[config.mk]
export PLATFORM = sky130hd
export DESIGN_NAME = m_mem_access
export DESIGN_NICKNAME = d
export VERILOG_FILES = /design/src/rtl/mem_pkg.sv /design/src/rtl/m_load_ext.sv /design/src/rtl/m_mem_access.sv
export SDC_FILE = /design/constraint.sdc
export NUM_CORES = 1
export LEC_CHECK = 0
export ABC_CLOCK_PERIOD_IN_PS = 2120
export BUFFER_PORTS_ARGS = -buffer_cell sky130_fd_sc_hd__buf_2
export CAP_MARGIN = 20
export CORE_AREA = 2 2 123 125
export CTS_CLUSTER_DIAMETER = 80
export DETAILED_ROUTE_END_ITERATION = 12
export DIE_AREA = 0 0 125 127
export GPL_ROUTABILITY_DRIVEN = 0
export PLACE_DENSITY_LB_ADDON = 0.2
export SETUP_SLACK_MARGIN = 0.02
export SYNTH_ARGS = -nofsm -noshare
export SYNTH_HDL_FRONTEND = slang
export SYNTH_SLANG_ARGS = --single-unit
[constraint.sdc]
create_clock -name i_clk -period 2.12 [get_ports i_clk]
set_input_delay 0.424 -clock i_clk [delete_from_list [all_inputs] [get_ports i_clk]]
set_output_delay 0.424 -clock i_clk [all_outputs]
set_load 0.05 [all_outputs]
[src/rtl/mem_pkg.sv]
// Shared types and helpers for the memory-stage load/store unit.
// Op codes, FSM states, byte-enable/alignment/store-lane functions.
package mem_pkg;

  localparam int unsigned XLEN = 32;
  localparam int unsigned OPW  = 4;
  localparam int unsigned BEW  = 4;

  typedef enum logic [OPW-1:0] {
    MEM_NONE = 4'd0,
    MEM_LB   = 4'd1,
    MEM_LBU  = 4'd2,
    MEM_LH   = 4'd3,
    MEM_LHU  = 4'd4,
    MEM_LW   = 4'd5,
    MEM_SB   = 4'd6,
    MEM_SH   = 4'd7,
    MEM_SW   = 4'd8
  } memop_t;

  typedef enum logic [1:0] {
    ST_IDLE = 2'd0,
    ST_REQ  = 2'd1,
    ST_WAIT = 2'd2,
    ST_DONE = 2'd3
  } state_t;

  function automatic logic is_load(input logic [OPW-1:0] op);
    case (op)
      MEM_LB, MEM_LBU, MEM_LH, MEM_LHU, MEM_LW: is_load = 1'b1;
      default:                                  is_load = 1'b0;
    endcase
  endfunction

  function automatic logic is_store(input logic [OPW-1:0] op);
    case (op)
      MEM_SB, MEM_SH, MEM_SW: is_store = 1'b1;
      default:                is_store = 1'b0;
    endcase
  endfunction

  function automatic logic [BEW-1:0] be_of(input logic [OPW-1:0] op, input logic [1:0] addr);
    case (op)
      MEM_SB:  be_of = 4'b0001 << addr;
      MEM_SH:  be_of = addr[1] ? 4'b1100 : 4'b0011;
      MEM_SW:  be_of = 4'b1111;
      default: be_of = 4'b0000;
    endcase
  endfunction

  function automatic logic is_misaligned(input logic [OPW-1:0] op, input logic [1:0] addr);
    case (op)
      MEM_LH, MEM_LHU, MEM_SH: is_misaligned = addr[0];
      MEM_LW, MEM_SW:          is_misaligned = |addr;
      default:                 is_misaligned = 1'b0;
    endcase
  endfunction

  // Replicate the store operand across every lane it could land in.
  function automatic logic [XLEN-1:0] wdata_of(input logic [OPW-1:0] op, input logic [XLEN-1:0] data);
    case (op)
      MEM_SB:  wdata_of = {4{data[7:0]}};
      MEM_SH:  wdata_of = {2{data[15:0]}};
      default: wdata_of = data;
    endcase
  endfunction

endpackage

[src/rtl/m_load_ext.sv]
// Load lane selection and sign/zero extension of the returned bus word.
module m_load_ext
  import mem_pkg::*;
(
  input  logic [XLEN-1:0] rdata,
  input  logic [OPW-1:0]  op,
  input  logic [1:0]      addr_lo,
  output logic [XLEN-1:0] result
);

  logic [XLEN-1:0] lane;

  assign lane = rdata >> {addr_lo, 3'b000};

  always_comb begin
    result = lane;
    case (op)
      MEM_LB:  result = {{24{lane[7]}}, lane[7:0]};
      MEM_LBU: result = {24'd0, lane[7:0]};
      MEM_LH:  result = {{16{lane[15]}}, lane[15:0]};
      MEM_LHU: result = {16'd0, lane[15:0]};
      default: result = lane;
    endcase
  end

endmodule

[src/rtl/m_mem_access.sv]
// Memory-stage load/store unit: request/grant bus FSM, lane steering,
// alignment exceptions and pipeline stall generation.
module m_mem_access
  import mem_pkg::*;
(
  input  logic            i_clk,
  input  logic            i_rst,
  input  logic            i_con_Valid,
  input  logic [OPW-1:0]  i_con_MemOp,
  input  logic [XLEN-1:0] i_data_AluRes,
  input  logic [XLEN-1:0] i_data_Store,
  output logic            o_con_Stall,
  output logic            o_con_LoadValid,
  output logic [XLEN-1:0] o_data_Load,
  output logic            o_con_AdEL,
  output logic            o_con_AdES,
  output logic            o_bus_Req,
  output logic            o_bus_We,
  output logic [XLEN-1:0] o_bus_Addr,
  output logic [BEW-1:0]  o_bus_BE,
  output logic [XLEN-1:0] o_bus_WData,
  input  logic            i_bus_Gnt,
  input  logic            i_bus_RValid,
  input  logic [XLEN-1:0] i_bus_RData
);

  state_t          state_q, state_d;
  logic [OPW-1:0]  op_q;
  logic [1:0]      addr_lo_q;
  logic [XLEN-1:0] addr_q;
  logic [BEW-1:0]  be_q;
  logic [XLEN-1:0] wdata_q;
  logic            we_q;
  logic [XLEN-1:0] load_q;
  logic [XLEN-1:0] load_ext;

  logic mem_op, misaligned, accept;
  logic stall_c, req_c, load_valid_c, adel_c, ades_c;

  assign mem_op     = i_con_Valid && (is_load(i_con_MemOp) || is_store(i_con_MemOp));
  assign misaligned = is_misaligned(i_con_MemOp, i_data_AluRes[1:0]);
  assign accept     = (state_q == ST_IDLE) && mem_op && !misaligned;

  always_ff @(posedge i_clk) begin
    if (i_rst) state_q <= ST_IDLE;
    else       state_q <= state_d;
  end

  always_comb begin
    state_d = state_q;
    case (state_q)
      ST_IDLE: if (accept) state_d = ST_REQ;
      ST_REQ:  if (i_bus_Gnt) state_d = is_store(op_q) ? ST_DONE : ST_WAIT;
      ST_WAIT: if (i_bus_RValid) state_d = ST_DONE;
      ST_DONE: state_d = ST_IDLE;
      default: state_d = ST_IDLE;
    endcase
  end

  // Stall and exceptions in IDLE are combinational so the E/M register holds at once.
  always_comb begin
    stall_c      = 1'b0;
    req_c        = 1'b0;
    load_valid_c = 1'b0;
    adel_c       = 1'b0;
    ades_c       = 1'b0;
    case (state_q)
      ST_IDLE: begin
        if (mem_op && !i_rst) begin
          if (misaligned) begin
            adel_c = is_load(i_con_MemOp);
            ades_c = is_store(i_con_MemOp);
          end else begin
            stall_c = 1'b1;
          end
        end
      end
      ST_REQ: begin
        req_c   = 1'b1;
        stall_c = 1'b1;
      end
      ST_WAIT: stall_c = 1'b1;
      ST_DONE: load_valid_c = is_load(op_q);
      default: ;
    endcase
  end

  always_ff @(posedge i_clk) begin
    if (i_rst) begin
      op_q      <= OPW'(0);
      addr_lo_q <= 2'd0;
      addr_q    <= XLEN'(0);
      be_q      <= BEW'(0);
      wdata_q   <= XLEN'(0);
      we_q      <= 1'b0;
      load_q    <= XLEN'(0);
    end else begin
      if (accept) begin
        op_q      <= i_con_MemOp;
        addr_lo_q <= i_data_AluRes[1:0];
        addr_q    <= {i_data_AluRes[XLEN-1:2], 2'b00};
        be_q      <= be_of(i_con_MemOp, i_data_AluRes[1:0]);
        wdata_q   <= wdata_of(i_con_MemOp, i_data_Store);
        we_q      <= is_store(i_con_MemOp);
      end
      if (state_q == ST_WAIT && i_bus_RValid) load_q <= load_ext;
    end
  end

  m_load_ext u_load_ext (
    .rdata   (i_bus_RData),
    .op      (op_q),
    .addr_lo (addr_lo_q),
    .result  (load_ext)
  );

  assign o_con_Stall     = stall_c;
  assign o_con_LoadValid = load_valid_c;
  assign o_con_AdEL      = adel_c;
  assign o_con_AdES      = ades_c;
  assign o_bus_Req       = req_c;
  assign o_bus_We        = we_q;
  assign o_bus_Addr      = addr_q;
  assign o_bus_BE        = be_q;
  assign o_bus_WData     = wdata_q;
  assign o_data_Load     = load_q;

endmodule
======== Yosys cells after proc, flatten, opt, wreduce, memory -nomap -nowiden ========
Index checks and enable logic that the tools add are counted.
W data, S select, Z words.
word-level totals
  logic and storage cells ................. 77
  register bits after elaboration ......... 107
cells by class
  shift-type cells ........................ 2
  equality and inequality tests ........... 22
  reduce and logical (&&, ||, !) cells .... 18
  muxes and demuxes ....................... 27
operators by type and width
  cell                   number
  $pmux W32 S4           1
  $pmux W32 S2           1
  $eq A4 B3 Y1 const B   8
  $shr A32 B5 Y32        1
  $mux W1                17
  $eq A4 B2 Y1 const B   4
  $pmux W4 S3            1
  $reduce_or A5 Y1       2
  $reduce_or A3 Y1       3
  $eq A4 B1 Y1 const B   2
  $eq A4 B4 Y1 const B   2
  $pmux W2 S4            1
  $mux W2                3
  $ne A2 B2 Y1 const B   3
  $reduce_or A2 Y1       3
  $logic_and A1 B1 Y1    5
  $eq A2 B2 Y1 const B   2
  $mux W4                1
  $pmux W1 S2            2
  $shl A1 B2 Y4 const A  1
  $reduce_and A3 Y1      1
  $eq A2 B1 Y1 const B   1
  $logic_not A1 Y1       2
  $logic_not A2 Y1       1
  $logic_or A1 B1 Y1     1

======== Logic depth before layout (Yosys ltp) ========
Gate-level depths: netlist (run 1).
  depth in word-level cells ............... 9
  depth in mapped cells ................... 9

======== Cells and area by module ========
A second synthesis (run 1) with hierarchy kept.
second synthesis, totals
  cell total of the unflattened synthesis .. 653
  area, all modules ....................... 5215.0 um2
modules (own cells, without submodules)
  module        sequential area each (um2)  instances  area each (um2)  cells each
  m_mem_access  2142.1                      1          4459.3           546
  m_load_ext    0.0                         1          755.7            107

======== Worst setup path before layout (run 1) ========
Ideal clock, no wire load.
  path kind ............................... input-to-output
  start point ............................. in i_con_MemOp[1]
  end point ............................... out o_con_AdEL
  slack ................................... -1.370 ns
  arrival time ............................ 3.066 ns
  stages on the path ...................... 6
  data required time ...................... 1.696 ns
  buffers on the path ..................... 2
  path through ............................ buf_2 > or4b_4 > buf_6 > nor2_4 > o21ai_0 > nor4b_1
on the way
  longest elaborated chain between the ends .. 8
  elaborated cells on any way between the ends .. 21
RTL lines
  what                                                  line                          source
  start, declared                                       m_mem_access.sv:9             input logic [OPW-1:0] i_con_MemOp,
  $eq A4 B1 Y1, or another cell as far along            mem_pkg.sv:29                 case (op)
  $reduce_or A5 Y1 or $reduce_or A3 Y1 (tied branches)  mem_pkg.sv:29, mem_pkg.sv:36
  $mux W1, on equally long branches                     mem_pkg.sv:29, mem_pkg.sv:36
  $logic_or A1 B1 Y1                                    m_mem_access.sv:40            assign mem_op = i_con_Valid && (is_load(i_con_MemOp) || is_store(i_con_MemOp));
  $logic_and A1 B1 Y1                                   m_mem_access.sv:40
  $logic_and A1 B1 Y1                                   m_mem_access.sv:69            if (mem_op && !i_rst) begin
  $mux W1 *                                             m_mem_access.sv:69
  $mux W1 *                                             m_mem_access.sv:67            case (state_q)
  end, declared                                         m_mem_access.sv:15            output logic o_con_AdEL,
Every way passes the cells marked *; elsewhere a longest branch is shown, timed or not.

======== Worst setup path in the final report (run 1) ========
  start point ............................. in i_con_MemOp[2]
  end point ............................... out o_con_AdEL
Same word-level chain as after synthesis.

==> impl_metrics.toml, run 1 <==
[die]
die_area_mm2 = 0.0159
io_pins = 211
start_util = 0.347
core_mm2 = 0.0144
die_h_um = 127
die_w_um = 125
rows = 44

[critical_path]
cp-start-kind = "input port"
rrSetupSlack_ps = 130
cp_max_fo = 5
rr_startpoint = "state_q[0]"
rr_worst_depth = 7
r2r-end = "state_q[0]"
critPathMaxStageDelay_ps = 560
cpMaxStageDelayCell = "or4b_4"
required_ps = 1700
crit_path_end_kind = "output pin"
crit_chain = "buf_8 -> or4b_4 -> nor2_4 -> o21ai_4 -> nor4b_4 -> buf_6"
crit_type = "input port to output pin"
worstPathArrival_ps = 1820

[logic_synthesis]
synth_edf_count = 0
avgSynthCellArea_um2 = 8.13
ys_seq_elements = 107
ys_types = 50
synth_top_family_by_area = "simple AND/OR/NAND/NOR gates"
syn_inst = 615
synth.area.top_cells = "dfxtp_1, nand2_1, a21oi_1"
synth_compound_area_frac = 0.204
yosys.area.top_type_share = 0.428
async_flop_share = 0
yosys.cell_count.top_type = "nand2_1"
yosys-top-cells-count = "nand2_1, dfxtp_1, a21oi_1"
synthMuxAreaShare = 0.0743
ys_seq_area_frac = 0.428
synth_fa_ha_area_frac = 0.0125
yosys_warnings = 0
yosysTopAreaCell = "dfxtp_1"
synth-xor-area-share = 0.00175
netlist_area_mm2 = 0.00500
yosys.area_share.simple = 0.209
synthFlopType = "dfxtp_1"

[layout]
drive_above_1_share = 0.375
multi_input_area_mm2 = 0.00260
area_growth_pct = 38.0
seq_area_mm2 = 0.00214
nets = 938
antenna_cells = 0
fillers = 1433

[grt]
antenna_found_initial = 2
grt_max_degree = 109
grt_pass1_vias = 4978
grt_pass1_wl_mm = 25.1
grt.overflow.total = 0
grtUsageTotal = 0.194

[routing]
drtIter0Drc = 258
avgViaCountPerCell = 5.02
wl_per_cell_um = 15.8
drc = 0
postRouteAntennaNets = 0
wirelength_mm = 16.1
vias = 5102
dr.pass1.iters = 4

[clocking]
numCtsBuffers = 9
worstSkewPairLatency_ps = 350
hold_buffers = 0
cts_root_buffer = "clkbuf_16"
htree_levels = 3
cts.sinks = 107
clk_path_buf_depth = 2
cts_tree = "built"
cts.clk_slew.worst_paths_ps = 70

[sta]
hold_viol_final = 0
fin_worst_skew_ps = 8.65
fin_crit_ps = 2240
setup_viol = 3
fmax_mhz = 446
setup_ws_ps = -124
worst_pin_slew_ps = 507
worst_slew_margin_rel = 0.661
rsz0062_at_grt = "true"
post-route-period-util = 1.06
report.final.slew_viol_count = 0
fin_hold_ws_ps = 312

[power]
p_sw_w = 0.00286
power_frac_clock = 0.249
ir_drop_mv = 0.427
combPwrFrac = 0.410
seq_power_share = 0.341
power.total_w = 0.00706
switching_share = 0.405
p_leak_nw = 3.01
power_density_mw_per_mm2 = 1020
p_int_w = 0.00420

[status]
status = "finished, violations left"
violations = "negative setup slack"

[hold_path]
hold_path_end = "o_bus_Addr[2]"
min_path_cells = 3
min_path_type = "input port to register"
min_from = "i_data_AluRes[2]"

[flow_run]
drv_cap = 0

[placement]
hpwlAfterDp_mm = 11.5
port_buffers = 208
[worst max path at each step]
stage | from | end | slack, ps
finish | i_con_MemOp[2] | o_con_AdEL | -120
global route | state_q[1] | o_con_AdEL | -210
CTS | i_con_MemOp[2] | o_con_AdEL | -140
detailed placement | i_con_MemOp[1] | o_bus_Addr[12] | -310
global placement | i_con_MemOp[0] | o_con_Stall | -240
floorplan | i_con_MemOp[0] | o_con_AdEL | -350
[area by class of cell]
| type | instances | area share |
|---|---|---|
| clock inverter | 6 | 0.00997 |
| tap | 184 | 0.0333 |
| clock buffer | 10 | 0.0346 |
| inverter | 8 | 0.00435 |
| timing repair buffer | 256 | 0.230 |
| sequential | 107 | 0.311 |
| multi-input combinational | 446 | 0.377 |
[cells in the final DEF, fill, tap and decap left out, drive strengths merged, types with 2 or more instances in the layout]
master,count
nor3,30
mux2,9
o21ai,12
o31ai,2
nand2,154
a211oi,18
conb,2
nor2,48
a311oi,9
ha,5
clkbuf,13
o22ai,2
inv,11
a21oi,78
or3,2
nor2b,2
o311a,2
o211ai,23
buf,253
nand2b,3
mux2i,27
dfxtp,107
[layer usage]
metal,part of all wire,track usage,vias up
li1,-,-,2539
met1,0.43,0.234,2393
met2,0.49,0.333,156
met3,0.076,0.0662,10
met4,0.0067,0.0477,4
met5,0.0015,0,-
[cells by family after synthesis]
| logic type | count (synthesis) |
|---|---|
| AO/OA/AOI/OAI | 153 |
| XOR/XNOR | 1 |
| adder cells (fa/ha/maj) | 5 |
| buffers and inverters | 63 |
| flip-flops | 107 |
| multiplexers | 36 |
| other | 1 |
| AND/OR/NAND/NOR | 249 |
[per-stage QoR]
stage | worst slack (ps) | util | setup TNS (ps) | cell area, um^2 | std cells
2_1_floorplan | -347 | - | -711 | 5060 | 616
3_5_place_dp | -311 | 0.439 | -13680 | 6340 | 990
4_1_cts | -144 | 0.468 | -1020 | 6750 | 1011
3_3_place_gp | -236 | 0.439 | -8470 | 6340 | 990
5_1_grt | -210 | 0.479 | -582 | 6900 | 1017
6_report | -124 | 0.479 | -317 | 6900 | 1017
[flip-flops by register name (all words and copies together), names as in the netlist]
signal       count
op_q             4
o_data_Load     32
addr_lo_q        2
o_bus_WData     32
state_q          2
o_bus_Addr      30
o_bus_We         1
o_bus_BE         4
[repair_timing]
action | in CTS | in global routing
endpoints found under the setup margin | 3 | 77
setup buffers | 5 | 2
resized for setup | 20 | 10
gates cloned | 0 | 5
pin swaps | 9 | 14
[critical path: cells and delay by family]
kind	cells	cell delay [ps]
simple gates	3	1010
buf+inv	2	300
compound gates	1	90
[power groups by stage]
stage               clock network (W)  registers [W]  logic [W]
CTS                           0.00182        0.00241    0.00279
detailed placement                  0        0.00245    0.00269
global placement                    0        0.00244    0.00263
global route                  0.00190        0.00244    0.00311
floorplan                           0        0.00324    0.00119
finish                        0.00176        0.00241    0.00289
(Power assumes the default switching activity.)
==> inputs of run 2 (changes only) <==
==> constraint.sdc (replaced) <==
create_clock -name i_clk -period 2.12 [get_ports i_clk]
set_input_delay 0.212 -clock i_clk [delete_from_list [all_inputs] [get_ports i_clk]]
set_output_delay 0.212 -clock i_clk [all_outputs]
set_load 0.05 [all_outputs]
==> impl_metrics.toml, run 2 (synthesis results as in run 1) <==
[status]
status = "complete, no violations"

[routing]
wirelength_mm = 15.5
dr.pass1.iters = 7
vias = 4947
drc = 0
wl_per_cell_um = 15.6
drtIter0Drc = 260
postRouteAntennaNets = 0
avgViaCountPerCell = 4.98

[power]
ir_drop_mv = 0.384
p_leak_nw = 2.85
power_density_mw_per_mm2 = 1040

[sta]
hold_viol_final = 0
fin_worst_skew_ps = 8.13
fmax_mhz = 502
post-route-period-util = 0.939
fin_crit_ps = 1990
setup_viol = 0
rsz0062_at_grt = "false"
report.final.slew_viol_count = 0
worst_pin_slew_ps = 562
worst_slew_margin_rel = 0.623
finalSetupTns_ps = 0

[clocking]
htree_levels = 3
cts.sinks = 107
cts_tree = "built"
cts_root_buffer = "clkbuf_16"
clk_path_buf_depth = 2
cts.clk_slew.worst_paths_ps = 80
worstSkewPairLatency_ps = 350
numCtsBuffers = 9
hold_buffers = 0

[critical_path]
cp_max_fo = 3
worstPathArrival_ps = 1780
crit_path_end_kind = "output pin"
crit_type = "register to output pin"
rr_worst_depth = 6
required_ps = 1910
cp-start-kind = "register"

[placement]
port_buffers = 208
dpl_cell_area_mm2 = 0.00620
hpwlAfterDp_mm = 11.4

[layout]
fin_area_mm2 = 0.00656
final_util = 0.455
nets = 914
layout_common_cells = "buf_2, nand2_1, dfxtp_1, a21oi_1, nor2_1"
fillers = 1459
drive_above_1_share = 0.350
antenna_cells = 0
area_growth_pct = 31.1
final_common_cell = "buf_2"

[die]
core_mm2 = 0.0144
start_util = 0.347
die_w_um = 125
rows = 44
io_pins = 211
die_area_mm2 = 0.0159
die_h_um = 127

[grt]
grt.overflow.total = 0
antenna_found_initial = 1
grt_max_degree = 109
grtUsageTotal = 0.191
grt_pass1_wl_mm = 24.8
grt_pass1_vias = 4890

[hold_path]
min_path_type = "input port to register"
min_path_cells = 3

[flow_run]
drv_cap = 0
==> run 2: cell types whose count changed in the layout (fill, tap and decap cells not counted), moves of 2 or more <==
cell,delta
buf_4,-12
clkbuf_16,-3
buf_2,+2
inv_6,-2
inv_8,+2
buf_6,-9
==> run 2: worst paths after layout <==
path	start	endpoint	slack, ps
max	state_q[0]	o_con_Stall	130
max reg2reg	op_q[1]	o_data_Load[30]	220
min reg2reg	o_bus_Addr[6]	o_bus_Addr[6]	460
min	i_data_AluRes[22]	o_bus_Addr[22]	90
==> run 2: layer usage <==
layer,vias to the layer above,GRT usage,wire (um)
met5,-,0,11
met4,2,0.0699,281
met3,20,0.0565,1250
met2,189,0.324,7380
met1,2247,0.232,6600
li1,2489,-,-
==> run 2: layout make-up <==
cell class | instances | area (um^2) | share of cell area
Multi-Input combinational cell | 446 | 2550 | 0.390
Tap cell | 184 | 230 | 0.0351
Sequential cell | 107 | 2140 | 0.327
Clock inverter | 7 | 85.1 | 0.0130
Inverter | 8 | 30.0 | 0.00458
Clock buffer | 9 | 225 | 0.0344
Timing Repair Buffer | 232 | 1290 | 0.197
==> run 2: where the power goes <==
group	leakage (nW)	switching [W]	internal, W	total, W
clock	0.146	0.000823	0.000941	0.00176
combinational	1.83	0.00186	0.000809	0.00267
sequential	0.870	0.000144	0.00227	0.00242
total	2.85	0.00282	0.00402	0.00684
==> run 2: timing repair <==
action	in CTS	in global routing
gates resized for setup	10	2
endpoints found under the setup margin	3	3
buffers inserted	2	0
pin swaps	2	2
==> run 2: metrics by stage <==
step           hold WS (ps)  std cells  power [W]  worst slack, ps
2_1_floorplan           348        616    0.00440            -26.1
3_3_place_gp            436        975    0.00501              118
3_5_place_dp            446        975    0.00505             95.2
4_1_cts                77.3        993    0.00692             26.6
5_1_grt                84.6        993    0.00721             21.7
6_report               92.4        993    0.00684              130
==> run 2: critical path, stage by stage, from the launching register on <==
cell and delay (ps):
dfxtp_2 340, inv_2 70, ha_4 150, nand4_1 120, or3_4 370, nor2_2 80, o21ba_2 150, buf_8 140
==> inputs of run 3 (changes only) <==
--- a/config.mk
+++ b/config.mk
@@ -8,13 +8,14 @@
 export ABC_CLOCK_PERIOD_IN_PS = 2120
 export BUFFER_PORTS_ARGS = -buffer_cell sky130_fd_sc_hd__buf_2
 export CAP_MARGIN = 20
-export CORE_AREA = 2 2 123 125
+export CORE_AREA = 2 2 126 128
 export CTS_CLUSTER_DIAMETER = 80
 export DETAILED_ROUTE_END_ITERATION = 12
-export DIE_AREA = 0 0 125 127
+export DIE_AREA = 0 0 128 130
 export GPL_ROUTABILITY_DRIVEN = 0
 export PLACE_DENSITY_LB_ADDON = 0.2
 export SETUP_SLACK_MARGIN = 0.02
 export SYNTH_ARGS = -nofsm -noshare
 export SYNTH_HDL_FRONTEND = slang
+export SYNTH_HIERARCHICAL = 1
 export SYNTH_SLANG_ARGS = --single-unit
==> impl_metrics.toml, run 3 <==
[status]
status = "complete, no violations"

[flow_run]
drv_cap = 0

[layout]
final_common_cell = "buf_2"
seq_area_mm2 = 0.00214
antenna_cells = 0
drive_above_1_share = 0.348
layout_common_cells = "buf_2, nand2_1, dfxtp_1, a21oi_1, mux2i_1"
fin_area_mm2 = 0.00674
nets = 946
fillers = 1581
multi_input_area_mm2 = 0.00277
area_growth_pct = 29.3

[power]
power_density_mw_per_mm2 = 1000
ir_drop_mv = 0.452
p_leak_nw = 2.91

[sta]
setup_viol = 0
fmax_mhz = 504
fin_worst_skew_ps = 6.01
report.final.slew_viol_count = 0
hold_viol_final = 0
fin_crit_ps = 1980
worst_slew_margin_rel = 0.525
worst_pin_slew_ps = 712
rsz0062_at_grt = "true"
fin_hold_ws_ps = 88.2
post-route-period-util = 0.936

[routing]
avgViaCountPerCell = 4.94
drc = 0
drtIter0Drc = 265
postRouteAntennaNets = 0
wl_per_cell_um = 15.0
vias = 5095
dr.pass1.iters = 4
wirelength_mm = 15.4

[logic_synthesis]
syn_inst = 653
netlist_area_mm2 = 0.00522
ys_seq_area_frac = 0.411
ys_types = 54
async_flop_share = 0
yosys_warnings = 6
yosys.area.top_type_share = 0.411
yosysTopAreaCell = "dfxtp_1"
ys_seq_elements = 107
synthFlopType = "dfxtp_1"
yosys.cell_count.top_type = "nand2_1"
avgSynthCellArea_um2 = 7.99
yosys-top-cells-count = "nand2_1, dfxtp_1, a21oi_1"
synth.area.top_cells = "dfxtp_1, nand2_1, a21oi_1"
synth_edf_count = 0

[critical_path]
crit_path_end_kind = "output pin"
cp_max_fo = 3
worstPathArrival_ps = 1770
required_ps = 1910
cp-start-kind = "register"
crit_type = "register to output pin"

[hold_path]
min_path_type = "input port to register"

[die]
io_pins = 211
core_mm2 = 0.0154
rows = 46
die_area_mm2 = 0.0166
die_w_um = 128
die_h_um = 130
start_util = 0.338

[clocking]
worstSkewPairLatency_ps = 350
htree_levels = 3
hold_buffers = 0
clk_path_buf_depth = 2
cts_tree = "built"
cts.sinks = 107
numCtsBuffers = 9
cts.clk_slew.worst_paths_ps = 70
cts_root_buffer = "clkbuf_16"

[placement]
dpl_cell_area_mm2 = 0.00634
port_buffers = 208
hpwlAfterDp_mm = 10.8

[grt]
grt_pass1_vias = 4540
grt_max_degree = 71
antenna_found_initial = 0
grt.overflow.total = 0
grtUsageTotal = 0.174
grt_pass1_wl_mm = 23.2
run 3: changes by cell type after synthesis, sizes merged, moves of 3 or more:
cell,delta
a21o,+8
o21ai,+8
a21oi,+23
nor3,-22
mux2,-9
buf,+3
o211ai,-6
nor2b,+7
nor2,-25
nand2,+52
a211oi,-9
o2bb2ai,+7
run 3: cells by family after synthesis:
| group | synth area share |
|---|---|
| other | 0.000719 |
| buffers and inverters | 0.0696 |
| adders and majority gates | 0.0120 |
| and+or+nand+nor | 0.218 |
| xor gates and xnor gates | 0.00168 |
| DFF | 0.411 |
| AOI/OAI and AO/OA | 0.234 |
| muxes | 0.0537 |
run 3: final cells by class:
cell class | instances | area share
inverters | 7 | 0.00390
clock inverters | 5 | 0.0126
clock buffers | 10 | 0.0354
well taps | 192 | 0.0356
multi-input cells | 483 | 0.411
repair buffers | 228 | 0.184
flip-flops and latches | 107 | 0.318
run 3: where the power goes:
part	internal, W	total, W	switching (W)
registers	0.00223	0.00237	0.000136
logic	0.000796	0.00253	0.00173
clock network	0.00107	0.00185	0.000780
run 3: timing repair:
| action | CTS | global route |
|---|---|---|
| gates resized for setup | 8 | 5 |
| cloned | 0 | 1 |
| buffers inserted | 2 | 1 |
| pin swaps | 2 | 2 |
| setup endpoints to repair | 3 | 1 |
run 3: final timing paths:
path / endpoint / cells past startpoint / start / slack (ps)
worst max-delay path: o_con_Stall / 7 / state_q[0] / 140
worst min-delay path: o_bus_Addr[30] / 3 / i_data_AluRes[30] / 90
worst max register to register: o_bus_WData[8] / 9 / state_q[0] / 170
worst min register to register: o_data_Load[10] / 2 / o_data_Load[10] / 450
run 3: routing by layer:
| metal | up-vias | GRT usage | wire length [um] |
|---|---|---|---|
| met2 | 172 | 0.274 | 7050 |
| met3 | 23 | 0.0517 | 1150 |
| met4 | 0 | 0.0763 | 337 |
| met5 | - | 0 | 0 |
| met1 | 2320 | 0.222 | 6900 |
| li1 | 2580 | - | - |
run 3: critical path: stages (launching register included):
cell and delay [ps]:
dfxtp_2 340, inv_2 80, ha_4 150, nand4_1 120, or3_4 360, nor2_2 90, o21ba_2 150, buf_8 140
run 3: through the flow:
step / instances / setup slack (ps) / util / TNS, ps / total power (W)
3_5_place_dp: 1013 / 99.0 / 0.411 / 0 / 0.00484
4_1_cts: 1030 / 23.5 / 0.435 / 0 / 0.00676
2_1_floorplan: 654 / -26.1 / - / -26.1 / 0.00429
3_3_place_gp: 1013 / 118 / 0.411 / 0 / 0.00484
6_report: 1032 / 136 / 0.437 / 0 / 0.00675
5_1_grt: 1032 / 6.90 / 0.437 / 0 / 0.00709
